===== src/rtl/program_loader.sv =====
// Boot loader: framed LE byte stream -> program memory words, checksum, CPU reset release.
// Optional read-back verification pass is enabled by defining LOADER_READBACK_VERIFY_EN.
module program_loader #(
    parameter logic [29:0] BASE_WORD_ADDR = 30'd0,
    parameter int unsigned MAX_WORDS      = 8192,
    parameter logic [31:0] MAGIC          = 32'h52495343,
    parameter int unsigned TIMEOUT_CYCLES = 1000000
) (
    input  logic        clk_i,
    input  logic        reset_i,
    input  logic        start_i,
    input  logic [7:0]  rx_data_i,
    input  logic        rx_valid_i,
    output logic        rx_ready_o,
    output logic [29:0] mem_address_o,
    output logic        mem_wen_o,
    output logic        mem_ren_o,
    output logic [31:0] mem_data_in_o,
    output logic [3:0]  mem_byte_select_vector_o,
    input  logic [31:0] mem_data_out_i,
    output logic        cpu_reset_hold_o,
    output logic        busy_o,
    output logic        done_o,
    output logic        error_o,
    output logic [2:0]  error_code_o,
    output logic [13:0] words_loaded_o
);

    typedef enum logic [2:0] {
        S_IDLE, S_MAGIC, S_LEN, S_DATA, S_CSUM, S_VERIFY, S_DONE, S_ERROR
    } state_t;

    localparam logic [31:0] TIMEOUT_LAST = 32'(TIMEOUT_CYCLES - 1);
    localparam logic [31:0] MAX_W        = 32'(MAX_WORDS);

    state_t      state_q, state_d;
    logic [1:0]  byte_cnt_q, byte_cnt_d;
    logic [31:0] shift_q, shift_d;
    logic [13:0] len_q, len_d;
    logic [13:0] words_q, words_d;
    logic [31:0] sum_q, sum_d;
    logic [31:0] idle_q, idle_d;
    logic [2:0]  err_code_q, err_code_d;
    logic        wen_q, wen_d;
    logic [29:0] addr_q, addr_d;
    logic [31:0] wdata_q, wdata_d;

    logic        receiving;
    logic        accept;
    logic [31:0] word;

    assign receiving = (state_q == S_MAGIC) || (state_q == S_LEN) ||
                       (state_q == S_DATA)  || (state_q == S_CSUM);
    assign accept    = receiving && rx_valid_i;
    // Bytes arrive LSB first, so each new byte enters at the top of the shifter.
    assign word      = {rx_data_i, shift_q[31:8]};

`ifdef LOADER_READBACK_VERIFY_EN
    logic [14:0] vcnt_q, vcnt_d;
    logic [31:0] vsum_q, vsum_d;
    logic [31:0] csum_q, csum_d;
    logic        ren_q, ren_d;
`else
    logic        unused_rdata;
    assign unused_rdata = ^mem_data_out_i;
`endif

    always_comb begin
        state_d    = state_q;
        byte_cnt_d = byte_cnt_q;
        shift_d    = shift_q;
        len_d      = len_q;
        words_d    = words_q;
        sum_d      = sum_q;
        idle_d     = idle_q;
        err_code_d = err_code_q;
        wen_d      = 1'b0;
        addr_d     = addr_q;
        wdata_d    = wdata_q;
`ifdef LOADER_READBACK_VERIFY_EN
        vcnt_d     = vcnt_q;
        vsum_d     = vsum_q;
        csum_d     = csum_q;
        ren_d      = 1'b0;
`endif
        case (state_q)
            S_IDLE, S_DONE, S_ERROR: begin
                if (start_i) begin
                    state_d    = S_MAGIC;
                    err_code_d = 3'd0;
                    words_d    = 14'd0;
                    sum_d      = 32'd0;
                    byte_cnt_d = 2'd0;
                    idle_d     = 32'd0;
                end
            end
            S_MAGIC, S_LEN, S_DATA, S_CSUM: begin
                if (accept) begin
                    byte_cnt_d = byte_cnt_q + 2'd1;
                    shift_d    = word;
                    idle_d     = 32'd0;
                    if (byte_cnt_q == 2'd3) begin
                        case (state_q)
                            S_MAGIC: begin
                                if (word != MAGIC) begin
                                    state_d    = S_ERROR;
                                    err_code_d = 3'd1;
                                end else begin
                                    state_d = S_LEN;
                                end
                            end
                            S_LEN: begin
                                if (word == 32'd0 || word > MAX_W) begin
                                    state_d    = S_ERROR;
                                    err_code_d = 3'd2;
                                end else begin
                                    len_d   = word[13:0];
                                    state_d = S_DATA;
                                end
                            end
                            S_DATA: begin
                                wen_d   = 1'b1;
                                addr_d  = BASE_WORD_ADDR + {16'd0, words_q};
                                wdata_d = word;
                                words_d = words_q + 14'd1;
                                sum_d   = sum_q + word;
                                if (words_q + 14'd1 == len_q) begin
                                    state_d = S_CSUM;
                                end
                            end
                            default: begin
                                if (word != sum_q) begin
                                    state_d    = S_ERROR;
                                    err_code_d = 3'd3;
                                end else begin
`ifdef LOADER_READBACK_VERIFY_EN
                                    state_d = S_VERIFY;
                                    vcnt_d  = 15'd0;
                                    vsum_d  = 32'd0;
                                    csum_d  = word;
`else
                                    state_d = S_DONE;
`endif
                                end
                            end
                        endcase
                    end
                end else if (idle_q == TIMEOUT_LAST) begin
                    state_d    = S_ERROR;
                    err_code_d = 3'd4;
                end else begin
                    idle_d = idle_q + 32'd1;
                end
            end
`ifdef LOADER_READBACK_VERIFY_EN
            S_VERIFY: begin
                // Reads issue at vcnt 0..N-1, appear on the port one cycle later
                // and return data one cycle after that.
                vcnt_d = vcnt_q + 15'd1;
                if (vcnt_q < {1'b0, len_q}) begin
                    ren_d  = 1'b1;
                    addr_d = BASE_WORD_ADDR + {15'd0, vcnt_q};
                end
                if (vcnt_q >= 15'd2 && vcnt_q <= {1'b0, len_q} + 15'd1) begin
                    vsum_d = vsum_q + mem_data_out_i;
                end
                if (vcnt_q == {1'b0, len_q} + 15'd2) begin
                    if (vsum_q == csum_q) begin
                        state_d = S_DONE;
                    end else begin
                        state_d    = S_ERROR;
                        err_code_d = 3'd5;
                    end
                end
            end
`endif
            default: begin
                state_d = S_IDLE;
            end
        endcase
    end

    always_ff @(posedge clk_i or posedge reset_i) begin
        if (reset_i) begin
            state_q    <= S_IDLE;
            byte_cnt_q <= 2'd0;
            shift_q    <= 32'd0;
            len_q      <= 14'd0;
            words_q    <= 14'd0;
            sum_q      <= 32'd0;
            idle_q     <= 32'd0;
            err_code_q <= 3'd0;
            wen_q      <= 1'b0;
            addr_q     <= 30'd0;
            wdata_q    <= 32'd0;
`ifdef LOADER_READBACK_VERIFY_EN
            vcnt_q     <= 15'd0;
            vsum_q     <= 32'd0;
            csum_q     <= 32'd0;
            ren_q      <= 1'b0;
`endif
        end else begin
            state_q    <= state_d;
            byte_cnt_q <= byte_cnt_d;
            shift_q    <= shift_d;
            len_q      <= len_d;
            words_q    <= words_d;
            sum_q      <= sum_d;
            idle_q     <= idle_d;
            err_code_q <= err_code_d;
            wen_q      <= wen_d;
            addr_q     <= addr_d;
            wdata_q    <= wdata_d;
`ifdef LOADER_READBACK_VERIFY_EN
            vcnt_q     <= vcnt_d;
            vsum_q     <= vsum_d;
            csum_q     <= csum_d;
            ren_q      <= ren_d;
`endif
        end
    end

    assign rx_ready_o               = receiving;
    assign mem_address_o            = addr_q;
    assign mem_wen_o                = wen_q;
`ifdef LOADER_READBACK_VERIFY_EN
    assign mem_ren_o                = ren_q;
`else
    assign mem_ren_o                = 1'b0;
`endif
    assign mem_data_in_o            = wdata_q;
    assign mem_byte_select_vector_o = {4{wen_q}};
    assign cpu_reset_hold_o         = (state_q != S_DONE);
    assign busy_o                   = receiving || (state_q == S_VERIFY);
    assign done_o                   = (state_q == S_DONE);
    assign error_o                  = (state_q == S_ERROR);
    assign error_code_o             = err_code_q;
    assign words_loaded_o           = words_q;

endmodule


===== config.mk =====
export PLATFORM = sky130hd
export DESIGN_NAME = program_loader
export DESIGN_NICKNAME = d
export VERILOG_FILES = /design/src/rtl/program_loader.sv
export SDC_FILE = /design/constraint.sdc
export NUM_CORES = 1
export LEC_CHECK = 0
export ABC_AREA = 1
export BUFFER_PORTS_ARGS = -buffer_cell sky130_fd_sc_hd__buf_2
export CAP_MARGIN = 20
export CORE_UTILIZATION = 47
export DETAILED_ROUTE_END_ITERATION = 10
export GPL_TIMING_DRIVEN = 0
export HOLD_SLACK_MARGIN = 0.06
export PLACE_DENSITY_LB_ADDON = 0.25
export SETUP_SLACK_MARGIN = 0.15
export SYNTH_ARGS = -nofsm -noshare
export SYNTH_HDL_FRONTEND = slang
export SYNTH_SLANG_ARGS = --single-unit
export TNS_END_PERCENT = 20

===== constraint.sdc =====
create_clock -name clk_i -period 7.65 [get_ports clk_i]
set_clock_uncertainty 0.2 [all_clocks]
set_input_delay 0.765 -clock clk_i [delete_from_list [all_inputs] [get_ports clk_i]]
set_output_delay 0.765 -clock clk_i [all_outputs]
set_load 0.005 [all_outputs]

* Word-level counts from Yosys, hierarchy flattened
Cells that the tools add are included.
** Word-level totals
- Bits in registers :: 179
- Input port bits :: 44
- Output and inout port bits :: 90
- Word-level logic and storage cells :: 100
** Operators by class
- $add $sub $neg :: 4
- Magnitude comparators :: 1
- Equality and inequality tests :: 25
- Mux-type cells :: 39
- Bitwise operators :: 1
- Reductions and logical operators :: 19
** Operators with widths (number)
- 32-bit 2-to-1 mux :: 6
- 32-bit case mux with 2 select lines :: 2
- 14-bit 2-to-1 mux :: 4
- 3-bit 2-to-1 mux :: 14
- 32-bit by 1-bit adder with 32-bit output, second input constant :: 1
- 32-bit adder :: 1
- 32-bit by 20-bit equality test with 1-bit output, second input constant :: 1
- 32-bit by 14-bit greater-than comparator with 1-bit output, second input constant :: 1
- 32-bit zero test :: 1
- 32-bit by 31-bit inequality test with 1-bit output, second input constant :: 1
- 32-bit inequality test :: 1
- 14-bit case mux with 2 select lines :: 1
- 3-bit case mux with 3 select lines :: 2
- 3-bit inequality test, second input constant :: 5
- 14-bit by 1-bit adder with 14-bit output, second input constant :: 1
- 14-bit equality test :: 1
- 3-bit equality test, second input constant :: 4
- 4-bit inequality test, second input constant :: 3
- 3-bit case mux with 2 select lines :: 2
- 5-bit AND reduction :: 2
- 2-bit inequality test, second input constant :: 4
- 4-bit AND reduction :: 2
- 8-bit AND reduction :: 1
- 3-bit by 2-bit equality test with 1-bit output, second input constant :: 2
- 16 further kinds :: 26

* Longest topological paths before layout
- Word-level depth :: 7
- Mapped depth :: 14

* Worst setup path after synthesis
OpenSTA, ideal clock, no wires.
- Kind :: register -> register
- From :: reg shift_q[8]
- To :: reg sum_q[20]
- Setup time :: 0.123 ns
- Arrival time :: 2.070 ns
- Data required time :: 7.327 ns
- Slack :: 5.257 ns
- Stages on the path, launching flop included :: 13
- Path buffers :: 0
- Clock period less this slack :: 2.393 ns
- Cell sequence :: dfrtp_1 ha_1 inv_1 fa_1 nand3b_1 nand2_1 a21oi_1 o21ai_0 nand2_1 o21ai_0 a21oi_1 o21ai_0 nand2_1
** Between the ends
- Cells in the longest elaborated chain, start to end :: 5
** Ends and longest elaborated chain
- start, declared :: RTL line 38 : logic [31:0] shift_q, shift_d;
- start signal, assigned :: RTL line 205 : shift_q <= shift_d;
- 32-bit adder :: RTL line 126 : sum_d = sum_q + word;
- 32-bit 2-to-1 mux :: RTL line 103 : case (state_q)
- 32-bit 2-to-1 mux :: RTL line 102 : if (byte_cnt_q == 2'd3) begin
- 32-bit 2-to-1 mux :: RTL line 98 : if (accept) begin
- 32-bit case mux with 2 select lines :: RTL line 86 : case (state_q)
- end signal, assigned :: RTL line 208 : sum_q <= sum_d;
- end, declared :: RTL line 41 : logic [31:0] sum_q, sum_d;
Every way passes these cells. The select of a mux whose other input is x is not followed.
A chain may end at the register's enable or synchronous reset.

* Worst setup path in the final report
- From :: reg state_q[2]
- To :: out rx_ready_o
** Between the ends
- Cells in the longest elaborated chain, start to end :: 4
** Ends and longest elaborated chain
- start, declared :: RTL line 36 : state_t state_q, state_d;
- start signal, assigned :: RTL line 203 : state_q <= state_d;
- 3-bit by 1-bit equality test with 1-bit output / 3-bit by 2-bit equality test with 1-bit output (equally long branches) :: RTL line 52 : assign receiving = (state_q == S_MAGIC) || (state_q == S_LEN) ||
- 1-bit logical OR (2 in series) :: RTL line 52
- 1-bit logical OR * :: RTL line 53 : (state_q == S_DATA) || (state_q == S_CSUM);
- end, declared :: RTL line 14 : output logic rx_ready_o,
Every way passes the cells marked *; elsewhere a longest branch is shown, timed or not.

==> reports/results.ini <==
[drt]
first_pass_iters=6
avgViaCountPerCell=5.51
dr_total_vias=9663
avgRoutedWirePerCell_um=16.9
drt.antenna.violating_nets=0
route.final.wire_length_um=29600
drtIter0Drc=670
drc=0

[worst_setup_path]
start_kind=flop
crit_arrival_ns=2.25
cp_slowest_cell=clkbuf_1
critPathBufInv=4
critPathKind=reg2out
path_cells=inv_2 > o21ai_2 > o21ai_4 > inv_1 > clkbuf_1 > buf_2
slowest_delay_ns=0.49
cp.required_ns=6.68
endpoint_kind=output port
cp_top_family=buffers and inverters
crit_fanout=10

[clocking]
cts.path.max_buffers=2
cts_tree=built
cts_setup_buffers=0
h-tree-depth=4
cts_resized=0
numCtsBuffers=17
path_clk_slew_ns=0.08
root_buffer=clkbuf_16
clkSinkCount=171
postCtsHoldBufs=0
clock_latency_ns=0.43

[global_route]
overflow=0
first_global_vias=9184
grt_pass1_wl_um=48000
grt_max_degree=104
track_usage_pct=28.1
antenna_found_initial=0

[power]
irDropWorstVdd_mv=0.158
power_density_nw_per_um2=298
leakagePower_uw=0.00552
total_power_uw=3450

[yosys]
yosysMostFrequentCell=nand2_1
ys_top_cells_by_count=nand2_1, dfrtp_1, o21ai_0, inv_1, nor2_1
synth_xor_area_share_pct=3.26
synthAdderAreaFrac_pct=4.41
yosysTopAreaCell=dfrtp_1
avgSynthCellArea_um2=7.50
synth-seq-cells=171
synthArstFlopShare_pct=100
synth-main-ff-cell=dfrtp_1
synth_mux_area_share_pct=0
synthSimpleGateAreaFrac_pct=27.8
synth_edf_count=0
ys_warn_count=0
synthCells=1347
synthTopCellsByArea=dfrtp_1, nand2_1, o21ai_0
yosysSeqAreaShare_pct=42.4
netlist.area_leader.share_pct=42.4
synth_compound_area_share_pct=14.0
synthDistinctLibCells=47
synth_top_family_by_area=simple AND/OR/NAND/NOR gates
synth_area_um2=10100

[timing]
max_freq_mhz=311
setup_viol=0
hold_viol=0
maxSlewHeadroom_pct=48.1
finalSetupTns_ns=0
tightest_slew_ns=0.779
drv_slew=0
rsz0062_at_grt=false
fin_crit_sh_pct=42.0
fin_crit_ns=3.21

[die]
core-area_um2=21000
ios=134
die_y_um=149
die_w_um=149
start_util_pct=48.1
dieArea_um2=22100
fp-row-count=53

[cells_and_area]
finish.instance_area_um2=11600
stdcell_count=1754
final_core_util_pct=55.1
multi_input_area_um2=5050
synthToLayoutAreaGrowth_pct=14.8
diodes=0
nNetsFinal=1545
register_area_um2=4280
final_layout_size_suffix_gt1_share_pct=11.7
fill_cells=2056

[place]
gp_congestion=0.927
place_area_um2=11000
io_buffers=83
dp_cells=1722
post-dp-hpwl_um=22400

[status]
status=finished, final reports clean

[flow_run]
maxCapViolations=0

[hold_path]
hold_class=in2async

[metal layers]
metal	vias up	track usage, %	wire length [um]
met3	62	4.17	1450
met5	-	0	0
met4	0	10.1	771
li1	4702	-	-
met2	296	46.2	14300
met1	4603	37.6	13100
[worst register-to-register path: cells and delay by family, from the launching register on]
| family | cells | cell delay (ns) |
|---|---|---|
| AO/OA/AOI/OAI | 3 | 0.87 |
| adder cells (fa/ha/maj) | 2 | 0.60 |
| buffers and inverters | 1 | 0.06 |
| flip-flops | 1 | 0.40 |
| AND/OR/NAND/NOR | 5 | 0.77 |
[worst paths after layout]
path | cells after the start | start | end | slack (ns)
worst max-delay path | 6 | state_q[2]$_DFFE_PP0P_ | rx_ready_o | 4.44
worst min-delay path | 2 | reset_i | mem_address_o[8]$_DFFE_PP0P_ | 0.16
worst max register to register | 11 | shift_q[8]$_DFFE_PP0P_ | sum_q[22]$_DFFE_PP0P_ | 4.65
worst min register to register | 2 | error_code_o[1]$_DFFE_PP0P_ | error_code_o[1]$_DFFE_PP0P_ | 0.27
max in group asynchronous | 3 | reset_i | idle_q[6]$_DFFE_PP0P_ | 6.20
min in group clk_i | 2 | error_code_o[1]$_DFFE_PP0P_ | error_code_o[1]$_DFFE_PP0P_ | 0.27
[layout by cell type, fill, tap and decap left out, types with 2 or more instances in the layout]
cell and n:
conb_1 17, a22o_1 2, nand3b_1 6, dfrtp_1 171, clkbuf_16 17, clkinvlp_4 2, inv_6 5, inv_2 3
bufinv_16 4, nor4_1 17, buf_4 21, inv_1 127, o21ai_1 8, a21o_1 4, nand2_1 375, ha_1 34
o31ai_1 4, buf_2 94, o21ai_2 4, a21oi_1 63, nand4_1 30, inv_8 3, nor3_1 44, nand3_1 75
o21ai_0 140, o32ai_1 7, nor2_2 3, nor2_1 98, or2_2 7, o21bai_1 4, xnor2_1 9, xor2_1 26
buf_6 2, o22ai_1 12, clkbuf_1 22
[kinds of logic (layout without fill, tap and decap cells)]
kind of cell               count (synthesis)  count (layout)
DFF                                      171             171
buffers and inverters                    189             305
and+or+nand+nor                          659             659
xor gates and xnor gates                  36              36
adders and majority gates                 35              35
other                                      1              17
AOI/OAI and AO/OA                        256             256
[metrics by stage]
step	setup WS (ns)	hold slack, ns
after floorplan	2.05	0.253
after global routing	4.33	0.202
final	4.44	0.157
after detailed placement	4.59	0.253
after global placement	-0.0320	0.253
after CTS	4.45	0.187
[report_power, final]
| part | leakage [uW] | internal (uW) | switching (uW) |
|---|---|---|---|
| registers | 0.00234 | 1050 | 156 |
| logic | 0.00288 | 399 | 893 |
| clock network | 0.000306 | 557 | 396 |
| total | 0.00552 | 2010 | 1440 |
[cell type report]
type                       instances  area share, %
inverter                         132           4.36
clock inverter                    14           1.78
timing repair buffer              84           3.82
buffer                            57           2.86
clock buffer                      18           3.70
multi-input combinational       1003           43.6
tap                              275           2.97
sequential                       171           36.9
[flip-flops by register name (all words and copies together), names as in the netlist]
signal,count
idle_q,32
mem_data_in_o,32
sum_q,32
shift_q,24
len_q,14
mem_address_o,14
words_loaded_o,14
error_code_o,3
state_q,3
byte_cnt_q,2
mem_wen_o,1
Note: power is estimated with default switching activity, not from simulation.
